File: src/rtl/uart_pkg.sv
// ---------------------------------------------------------------------------
// uart_pkg
// Shared definitions for the UART receive and transmit paths.
//   rx_state_t   : receiver deframing states
//   clks_per_bit : clock cycles per serial bit for a given clock/baud pair
// ---------------------------------------------------------------------------
package uart_pkg;

    typedef enum logic [1:0] {
        IDLE,
        START,
        DATA,
        STOP
    } rx_state_t;

    // Integer divide; the caller is expected to keep the result at 4 or more
    // so that the half-bit start sample point is meaningful.
    function automatic int clks_per_bit(input int clock_speed, input int baud_rate);
        return clock_speed / baud_rate;
    endfunction

endpackage

File: src/rtl/rx_byte_fifo.sv
// ---------------------------------------------------------------------------
// rx_byte_fifo
// Show-ahead circular FIFO with wrapping read/write pointers.
// Ports:
//   clk, rst   : clock, synchronous active-low reset
//   push       : write push_data (dropped when full unless a pop happens too)
//   push_data  : byte to write
//   pop        : remove head entry (ignored when empty)
//   data       : current head entry
//   count      : number of stored entries
//   full/empty : occupancy status
// ---------------------------------------------------------------------------
module rx_byte_fifo #(
    parameter int DATA_WIDTH = 8,
    parameter int FIFO_DEPTH = 4
) (
    input  logic                                clk,
    input  logic                                rst,
    input  logic                                push,
    input  logic [DATA_WIDTH-1:0]               push_data,
    input  logic                                pop,
    output logic [DATA_WIDTH-1:0]               data,
    output logic [$clog2(FIFO_DEPTH+1)-1:0]     count,
    output logic                                full,
    output logic                                empty
);

    localparam int PTR_W = $clog2(FIFO_DEPTH);
    localparam int CNT_W = $clog2(FIFO_DEPTH+1);

    logic [DATA_WIDTH-1:0] mem [FIFO_DEPTH];
    logic [PTR_W-1:0]      wr_ptr;
    logic [PTR_W-1:0]      rd_ptr;
    logic                  do_push;
    logic                  do_pop;

    // A pop frees a slot in the same cycle, so a push into a full FIFO is
    // still accepted when it coincides with a pop.
    assign do_pop  = pop && !empty;
    assign do_push = push && (!full || do_pop);

    // Storage is cleared on reset so the head reads as zero out of reset.
    always_ff @(posedge clk) begin
        if (!rst) begin
            for (int i = 0; i < FIFO_DEPTH; i++) begin
                mem[i] <= '0;
            end
            wr_ptr <= '0;
            rd_ptr <= '0;
            count  <= '0;
        end else begin
            if (do_push) begin
                mem[wr_ptr] <= push_data;
                wr_ptr      <= wr_ptr + 1'b1;
            end
            if (do_pop) begin
                rd_ptr <= rd_ptr + 1'b1;
            end
            if (do_push && !do_pop) begin
                count <= count + 1'b1;
            end else if (do_pop && !do_push) begin
                count <= count - 1'b1;
            end
        end
    end

    assign data  = mem[rd_ptr];
    assign full  = (count == CNT_W'(FIFO_DEPTH));
    assign empty = (count == '0);

endmodule

File: src/rtl/uart_rx_fifo.sv
// ---------------------------------------------------------------------------
// uart_rx_fifo
// 8N1 serial receiver with a small show-ahead receive FIFO.
// Ports:
//   clk, rst    : clock, synchronous active-low reset
//   rtx         : asynchronous serial line, idle high
//   rd_en_i     : pop the head byte (ignored when valid_o is low)
//   clr_err_i   : clear both sticky error flags
//   data_o      : FIFO head byte
//   valid_o     : FIFO holds at least one byte
//   count_o     : FIFO occupancy
//   frame_err_o : sticky, a stop bit was sampled low
//   overrun_o   : sticky, a received byte was dropped on a full FIFO
// ---------------------------------------------------------------------------
module uart_rx_fifo
    import uart_pkg::*;
#(
    parameter int DATA_WIDTH  = 8,
    parameter int BAUD_RATE   = 115200,
    parameter int CLOCK_SPEED = 100000000,
    parameter int FIFO_DEPTH  = 4
) (
    input  logic                                clk,
    input  logic                                rst,
    input  logic                                rtx,
    input  logic                                rd_en_i,
    input  logic                                clr_err_i,
    output logic [DATA_WIDTH-1:0]               data_o,
    output logic                                valid_o,
    output logic [$clog2(FIFO_DEPTH+1)-1:0]     count_o,
    output logic                                frame_err_o,
    output logic                                overrun_o
);

    localparam int CLKS_PER_BIT = clks_per_bit(CLOCK_SPEED, BAUD_RATE);
    localparam int CNT_W        = $clog2(CLKS_PER_BIT);
    localparam int IDX_W        = (DATA_WIDTH > 1) ? $clog2(DATA_WIDTH) : 1;

    localparam logic [CNT_W-1:0] LAST_CNT = CNT_W'(CLKS_PER_BIT - 1);
    localparam logic [CNT_W-1:0] HALF_CNT = CNT_W'(CLKS_PER_BIT / 2 - 1);
    localparam logic [IDX_W-1:0] LAST_IDX = IDX_W'(DATA_WIDTH - 1);

    logic                  rx_meta;
    logic                  rx_s;
    rx_state_t             state;
    rx_state_t             state_next;
    logic [CNT_W-1:0]      bit_cnt;
    logic [CNT_W-1:0]      bit_cnt_next;
    logic [IDX_W-1:0]      bit_idx;
    logic [IDX_W-1:0]      bit_idx_next;
    logic [DATA_WIDTH-1:0] shift_reg;
    logic [DATA_WIDTH-1:0] shift_next;
    logic                  byte_done;
    logic                  frame_set;
    logic                  overrun_set;
    logic                  fifo_full;
    logic                  fifo_empty;

    // Two-flop synchronizer; resets to the idle line level so reset never
    // looks like a start bit.
    always_ff @(posedge clk) begin
        if (!rst) begin
            rx_meta <= 1'b1;
            rx_s    <= 1'b1;
        end else begin
            rx_meta <= rtx;
            rx_s    <= rx_meta;
        end
    end

    always_ff @(posedge clk) begin
        if (!rst) begin
            state     <= IDLE;
            bit_cnt   <= '0;
            bit_idx   <= '0;
            shift_reg <= '0;
        end else begin
            state     <= state_next;
            bit_cnt   <= bit_cnt_next;
            bit_idx   <= bit_idx_next;
            shift_reg <= shift_next;
        end
    end

    // The start bit is checked at its midpoint; from then on each full bit
    // period lands on the middle of the next bit. Leaving STOP at mid-stop-bit
    // gives half a bit of slack to catch a directly following start bit.
    always_comb begin
        state_next   = state;
        bit_cnt_next = bit_cnt + 1'b1;
        bit_idx_next = bit_idx;
        shift_next   = shift_reg;
        byte_done    = 1'b0;
        frame_set    = 1'b0;
        case (state)
            IDLE: begin
                bit_cnt_next = '0;
                bit_idx_next = '0;
                if (!rx_s) begin
                    state_next = START;
                end
            end
            START: begin
                if (bit_cnt == HALF_CNT) begin
                    bit_cnt_next = '0;
                    state_next   = rx_s ? IDLE : DATA;
                end
            end
            DATA: begin
                if (bit_cnt == LAST_CNT) begin
                    bit_cnt_next = '0;
                    shift_next   = {rx_s, shift_reg[DATA_WIDTH-1:1]};
                    if (bit_idx == LAST_IDX) begin
                        state_next = STOP;
                    end else begin
                        bit_idx_next = bit_idx + 1'b1;
                    end
                end
            end
            STOP: begin
                if (bit_cnt == LAST_CNT) begin
                    bit_cnt_next = '0;
                    state_next   = IDLE;
                    if (rx_s) begin
                        byte_done = 1'b1;
                    end else begin
                        frame_set = 1'b1;
                    end
                end
            end
            default: begin
                state_next = IDLE;
            end
        endcase
    end

    // A full FIFO always has a valid head, so rd_en_i alone means a real pop.
    assign overrun_set = byte_done && fifo_full && !rd_en_i;

    // Sticky flags: a new error in the same cycle as a clear takes priority.
    always_ff @(posedge clk) begin
        if (!rst) begin
            frame_err_o <= 1'b0;
            overrun_o   <= 1'b0;
        end else begin
            if (frame_set) begin
                frame_err_o <= 1'b1;
            end else if (clr_err_i) begin
                frame_err_o <= 1'b0;
            end
            if (overrun_set) begin
                overrun_o <= 1'b1;
            end else if (clr_err_i) begin
                overrun_o <= 1'b0;
            end
        end
    end

    rx_byte_fifo #(
        .DATA_WIDTH(DATA_WIDTH),
        .FIFO_DEPTH(FIFO_DEPTH)
    ) u_fifo (
        .clk      (clk),
        .rst      (rst),
        .push     (byte_done),
        .push_data(shift_reg),
        .pop      (rd_en_i),
        .data     (data_o),
        .count    (count_o),
        .full     (fifo_full),
        .empty    (fifo_empty)
    );

    assign valid_o = !fifo_empty;

endmodule

File: config.mk
export PLATFORM = sky130hd
export DESIGN_NAME = uart_rx_fifo
export DESIGN_NICKNAME = d
export VERILOG_FILES = /design/src/rtl/uart_pkg.sv /design/src/rtl/rx_byte_fifo.sv /design/src/rtl/uart_rx_fifo.sv
export SDC_FILE = /design/constraint.sdc
export NUM_CORES = 1
export LEC_CHECK = 0
export ABC_AREA = 1
export BUFFER_PORTS_ARGS = -buffer_cell sky130_fd_sc_hd__buf_2
export CORE_ASPECT_RATIO = 1.5
export CORE_MARGIN = 1.5
export CORE_UTILIZATION = 59
export CTS_CLUSTER_DIAMETER = 80
export CTS_CLUSTER_SIZE = 20
export DETAILED_ROUTE_END_ITERATION = 8
export GPL_ROUTABILITY_DRIVEN = 0
export GPL_TIMING_DRIVEN = 0
export PLACE_DENSITY_LB_ADDON = 0.05
export SETUP_SLACK_MARGIN = 0.5
export SYNTH_ARGS = -nofsm -noshare
export SYNTH_HDL_FRONTEND = slang
export SYNTH_SLANG_ARGS = --single-unit
File: constraint.sdc
create_clock -name clk -period 3.1 [get_ports clk]
set_input_delay 0 -clock clk [delete_from_list [all_inputs] [get_ports clk]]
set_output_delay 0 -clock clk [all_outputs]
set_load 0.01 [all_outputs]
---- Word-level counts from Yosys, hierarchy flattened ----
Memory sizes are Yosys's and may differ from the RTL's. A register that Yosys moved wholly into a read port is not among the register bits.
Cells that the tools add are included.
word-level totals
  word-level logic and storage cells ...... 87
  memories ................................ 1
  register bits ........................... 34
  output and inout bits ................... 14
  input bits .............................. 5
  bits in writable memories ............... 32
operators by class
  $add $sub $neg .......................... 6
  mux-type cells .......................... 33
  reductions and logical operators ........ 23
  eq/ne operators ......................... 13
memories
  name        depth  width  read ports  clocked after Yosys merged registers in  wr ports  RTL line            RTL
  u_fifo.mem  4      8      1           1                                        4         rx_byte_fifo.sv:31  logic [DATA_WIDTH-1:0] mem [FIFO_DEPTH];
operators with widths
  cell                                                                     number
  10-bit one-hot mux with 3 select lines                                   1
  10-bit 2-to-1 mux                                                        2
  2-bit 2-to-1 mux                                                         9
  1-bit 2-to-1 mux                                                         14
  3-bit 2-to-1 mux                                                         4
  2-bit inequality test (second input constant)                            6
  10-bit by 1-bit adder with 10-bit output (second input constant)         1
  10-bit equality test (second input constant)                             1
  10-bit by 9-bit equality test with 1-bit output (second input constant)  1
  8-bit 2-to-1 mux                                                         1
  2-bit one-hot mux with 4 select lines                                    1
  2-bit nonzero test                                                       4
  8-bit OR reduction                                                       1
  3-bit by 1-bit adder with 3-bit output (second input constant)           2
  3-bit equality test (second input constant)                              2
  1-bit logical AND                                                        6
  3-bit one-hot mux with 2 select lines                                    1
  1-bit zero test                                                          5
  5-bit AND reduction                                                      1
  2-bit by 1-bit adder with 2-bit output (second input constant)           2
  2-bit equality test (second input constant)                              2
  3-bit zero test                                                          1
  3-bit AND reduction                                                      1
  3-bit by 1-bit subtractor with 3-bit output (second input constant)      1
  other kinds (5)                                                          5

---- Longest topological paths before layout ----
  word-level depth ........................ 10
  depth in mapped cells ................... 14
  mapped depth without buffers ............ 14

---- Cells and area by module ----
From an unflattened synthesis, not the netlist that was laid out.
second synthesis, totals
  cell total of the unflattened synthesis .. 354
  area total of the unflattened synthesis .. 3,184.3 µm²
modules (own cells, without submodules)
  module        cells each  times used  area an instance (µm²)
  rx_byte_fifo  188         1           1,951.9
  uart_rx_fifo  166         1           1,232.4

---- Least setup slack after synthesis ----
OpenSTA, ideal clock, no wires.
  path kind ............................... register to register
  start point ............................. register bit_cnt[0]
  end point ............................... register u_fifo.count[2]
  stages on the path, launching flop included .. 15
  period minus slack after synthesis ...... 2,205 ps
  path slack .............................. 895 ps
  data arrival time ....................... 2,083 ps
  buffers on the path ..................... 0
  required time ........................... 2,978 ps
  cell sequence ........................... dfxtp_1 -> ha_1 -> nand2_1 -> clkinv_1 -> nand4_4 -> nor2_2 -> nand3_2 -> inv_1 -> ha_1 -> inv_1 -> fa_1 -> a21oi_1 -> o21ai_0 -> o21ai_0 -> a21oi_1
between the ends
  longest elaborated chain between the ends .. 7
RTL lines
  item                          RTL line             RTL
  start, declared               uart_rx_fifo.sv:47   logic [CNT_W-1:0] bit_cnt;
  start signal, assigned        uart_rx_fifo.sv:79   bit_cnt <= bit_cnt_next;
  10-bit equality test *        uart_rx_fifo.sv:121  if (bit_cnt == LAST_CNT) begin
  1-bit 2-to-1 mux *            uart_rx_fifo.sv:121
  1-bit 2-to-1 mux *            uart_rx_fifo.sv:95   case (state)
  1-bit logical AND *           rx_byte_fifo.sv:40   assign do_push = push && (!full || do_pop);
  named net u_fifo.do_push      rx_byte_fifo.sv:34   logic do_push;
  1-bit zero test               rx_byte_fifo.sv:61   end else if (do_pop && !do_push) begin
  1-bit logical AND             rx_byte_fifo.sv:61
  2-bit nonzero test (no line)  n/a
  end signal, assigned          rx_byte_fifo.sv:60   count <= count + 1'b1;
  end signal, assigned          rx_byte_fifo.sv:62   count <= count - 1'b1;
  end, declared                 rx_byte_fifo.sv:23   output logic [$clog2(FIFO_DEPTH+1)-1:0] count,
The timed path passes the listed nets; every way through them passes the cells marked *.
A chain may end at the register's enable or synchronous reset.

---- Final worst setup path ----
Ends and elaborated chain as after synthesis.

==> results.py <==
metrics = {
    "min_path": {
        "min_path_type": "in2reg",
    },
    "synth": {
        "synth_cell_types": 31,
        "synth_xor_area_share_pct": 1.17,
        "synthesis.area_um2": 2990,
        "yosys_warnings": 0,
        "ys_seq_area_share_pct": 56.3,
        "synth_fp_nets": 340,
        "synthMuxAreaShare_pct": 0,
        "syn_area_per_cell_um2": 9.09,
        "ys_ff_latch": 68,
        "synthCells": 329,
        "yosys.area_share.simple_pct": 22.6,
        "synth_top_family_by_area": "simple AND/OR/NAND/NOR gates",
        "synth-compound-area-share_pct": 11.2,
        "synthAdderAreaFrac_pct": 2.76,
    },
    "sta": {
        "skew_ns": 0.00858,
        "setup_slack_ns": 0.676,
        "holdWs_ns": 0.0307,
        "layout_min_cycle_time_ns": 2.42,
        "rsz0062_at_grt": "no",
        "maxSlewViolCount": 0,
        "finalCritPeriodShare_pct": 78.2,
        "finalHoldViolCount": 0,
        "tns_ns": 0,
        "worstMarginPinSlew_ns": 0.512,
        "slew_headroom_pct": 65.8,
        "setup_violations": 0,
        "fmax_ghz": 0.413,
    },
    "die": {
        "dieArea_um2": 5510,
        "die-height_um": 90.2,
        "rows": 31,
        "die_w_um": 61.1,
        "start_util_pct": 61.7,
        "io_pins": 19,
        "coreArea_um2": 4850,
    },
    "placement": {
        "dp.cells": 413,
        "io_buffers": 18,
        "dpl.hpwl_mm": 4.15,
        "dpl_cell_area_um2": 3160,
        "dp_slack_ns": 0.701,
    },
    "worst_setup_path": {
        "required_ns": 3.33,
        "cp-start-kind": "register",
        "cp-end-kind": "register",
        "path_buf_inv": 3,
        "worstPathMaxFanout": 5,
        "slowest_stage": "dfxtp_1",
        "slowest_delay_ns": 0.41,
        "critPathKind": "reg2reg",
        "crit_family": "adder cells",
        "path_cells": "ha_1, nand2_1, clkinv_1, nand4_4, nor2_2, nand3_2, inv_1, ha_1, inv_1, fa_1, a21oi_1, o21ai_0, o21ai_0, a21oi_1",
        "cp_data_arrival_time_ns": 2.66,
    },
    "detailed_routing": {
        "wl_mm": 5.85,
        "drtIter0Drc": 72,
        "postRouteAntennaNets": 0,
        "first_pass_iters": 4,
        "wl_per_cell_um": 13.6,
        "drc_errors": 0,
        "drt-vias-per-instance": 5.25,
        "vias": 2264,
    },
    "clock_tree": {
        "clk_path_buf_depth": 2,
        "cts.sinks": 68,
        "cts_root_buffer": "clkbuf_8",
        "cts_buffers": 9,
        "path_clk_slew_ns": 0.07,
        "insertion_delay_ns": 0.35,
        "htreeDepth": 3,
        "cts_tree": "built",
    },
    "power": {
        "power_density_nw_per_um2": 621,
        "vdd_drop_max_v": 0.000470,
        "cellLeakagePower_nw": 1.24,
        "power_mw": 2.10,
    },
    "global_route": {
        "track_usage_pct": 23.4,
        "grt_overflow_total": 0,
        "antenna_found_initial": 0,
        "grt_pass1_wl_mm": 9.47,
        "grt_pass1_vias": 2199,
        "grt_start_max_net_pins": 12,
    },
    "cells_and_area": {
        "design_area_um2": 3380,
        "n_antenna_cell": 0,
        "fin_nets": 371,
        "area_growth_pct": 12.9,
        "largest_reg_flops": 32,
        "final_util_pct": 69.6,
        "drive_gt1_share_pct": 15.9,
        "instances_no_fill": 431,
    },
    "run": {
        "drv_cap": 0,
    },
    "status": {
        "outcome": "completed",
    },
}
synthesized netlist by cell type:
cell type | n | area [um^2]
nor2_1 | 75 | 282
dfxtp_1 | 36 | 721
nand2_1 | 34 | 128
o21ai_0 | 33 | 165
edfxtp_1 | 32 | 961
inv_1 | 31 | 116
a21oi_1 | 21 | 105
o22ai_1 | 8 | 50.1
nand3_1 | 7 | 35.0
inv_2 | 6 | 22.5
ha_1 | 5 | 62.6
clkbuf_1 | 4 | 15.0
nand2_2 | 4 | 25.0
nand3_2 | 4 | 40.0
nand4_1 | 4 | 25.0
xor2_1 | 3 | 26.3
a211oi_1 | 2 | 15.0
clkinv_1 | 2 | 7.51
nand3_4 | 2 | 35.0
nor2_2 | 2 | 12.5
nor3_1 | 2 | 10.0
nor3b_1 | 2 | 15.0
or2_2 | 2 | 12.5
buf_4 | 1 | 7.51
buf_6 | 1 | 11.3
fa_1 | 1 | 20.0
nand4_2 | 1 | 12.5
nand4_4 | 1 | 21.3
nor2_4 | 1 | 11.3
nor3_2 | 1 | 10.0
xnor2_1 | 1 | 8.76
final cells by class:
type                    count  area, um^2
inverters                  39         146
well taps                  66        82.6
plain buffers               6        33.8
flip-flops and latches     68        1680
clock buffers              12         145
multi-input cells         216        1130
repair buffers             20         110
clock inverters             4        48.8
fillers                   377        1470
final timing paths:
path | from | end | slack [ns] | cells past startpoint
max | bit_cnt[0] | u_fifo.count[2] | 0.68 | 14
min | rd_en_i | u_fifo.rd_ptr[0] | 0.03 | 4
max reg2reg | bit_cnt[0] | u_fifo.count[2] | 0.68 | 14
min reg2reg | rx_meta | rx_s | 0.42 | 1
metal layers:
layer | track usage, % | share of wire, % | vias up
met3 | 3.60 | 1.8 | 14
met2 | 41.1 | 54 | 32
met4 | 14.5 | 2.7 | 0
met5 | 0 | 0 | -
met1 | 24.3 | 41 | 1064
li1 | - | - | 1154
what timing repair did:
action,in CTS,in global routing
resized for setup,0,0
setup endpoints to repair,0,0
hold buffers,2,0
endpoints found under the hold margin,3,0
setup buffers,0,0
power by group:
part	switching, mW	total (mW)	leakage, nW	internal, mW
clock network	0.327	0.720	0.100	0.393
registers	0.0459	1.04	0.595	0.990
logic	0.219	0.341	0.548	0.122
total	0.592	2.10	1.24	1.50
cell families (layout without fill, tap and decap cells):
logic type               count (synthesis)  count (layout)
AO/OA/AOI/OAI                           64              64
XOR/XNOR                                 4               4
adder cells (fa/ha/maj)                  6               6
buffers and inverters                   45              81
flip-flops                              68              68
AND/OR/NAND/NOR                        142             142
cells in the final DEF, fill, tap and decap left out, drive strengths merged, types with 8 or more instances in the layout:
cell / count
clkbuf: 16
edfxtp: 32
nand3: 13
nor2: 78
o21ai: 33
a21oi: 21
buf: 20
nand2: 38
inv: 37
o22ai: 8
dfxtp: 36
worst register-to-register path, stage by stage, from the launching register on:
cell      delay, ns
dfxtp_1        0.41
ha_1           0.27
nand2_1        0.08
clkinv_1       0.07
nand4_4        0.10
nor2_2         0.10
nand3_2        0.11
inv_1          0.12
ha_1           0.14
inv_1          0.06
fa_1           0.38
a21oi_1        0.15
o21ai_0        0.11
o21ai_0        0.17
a21oi_1        0.05
Note: power is estimated with default switching activity, not from simulation.
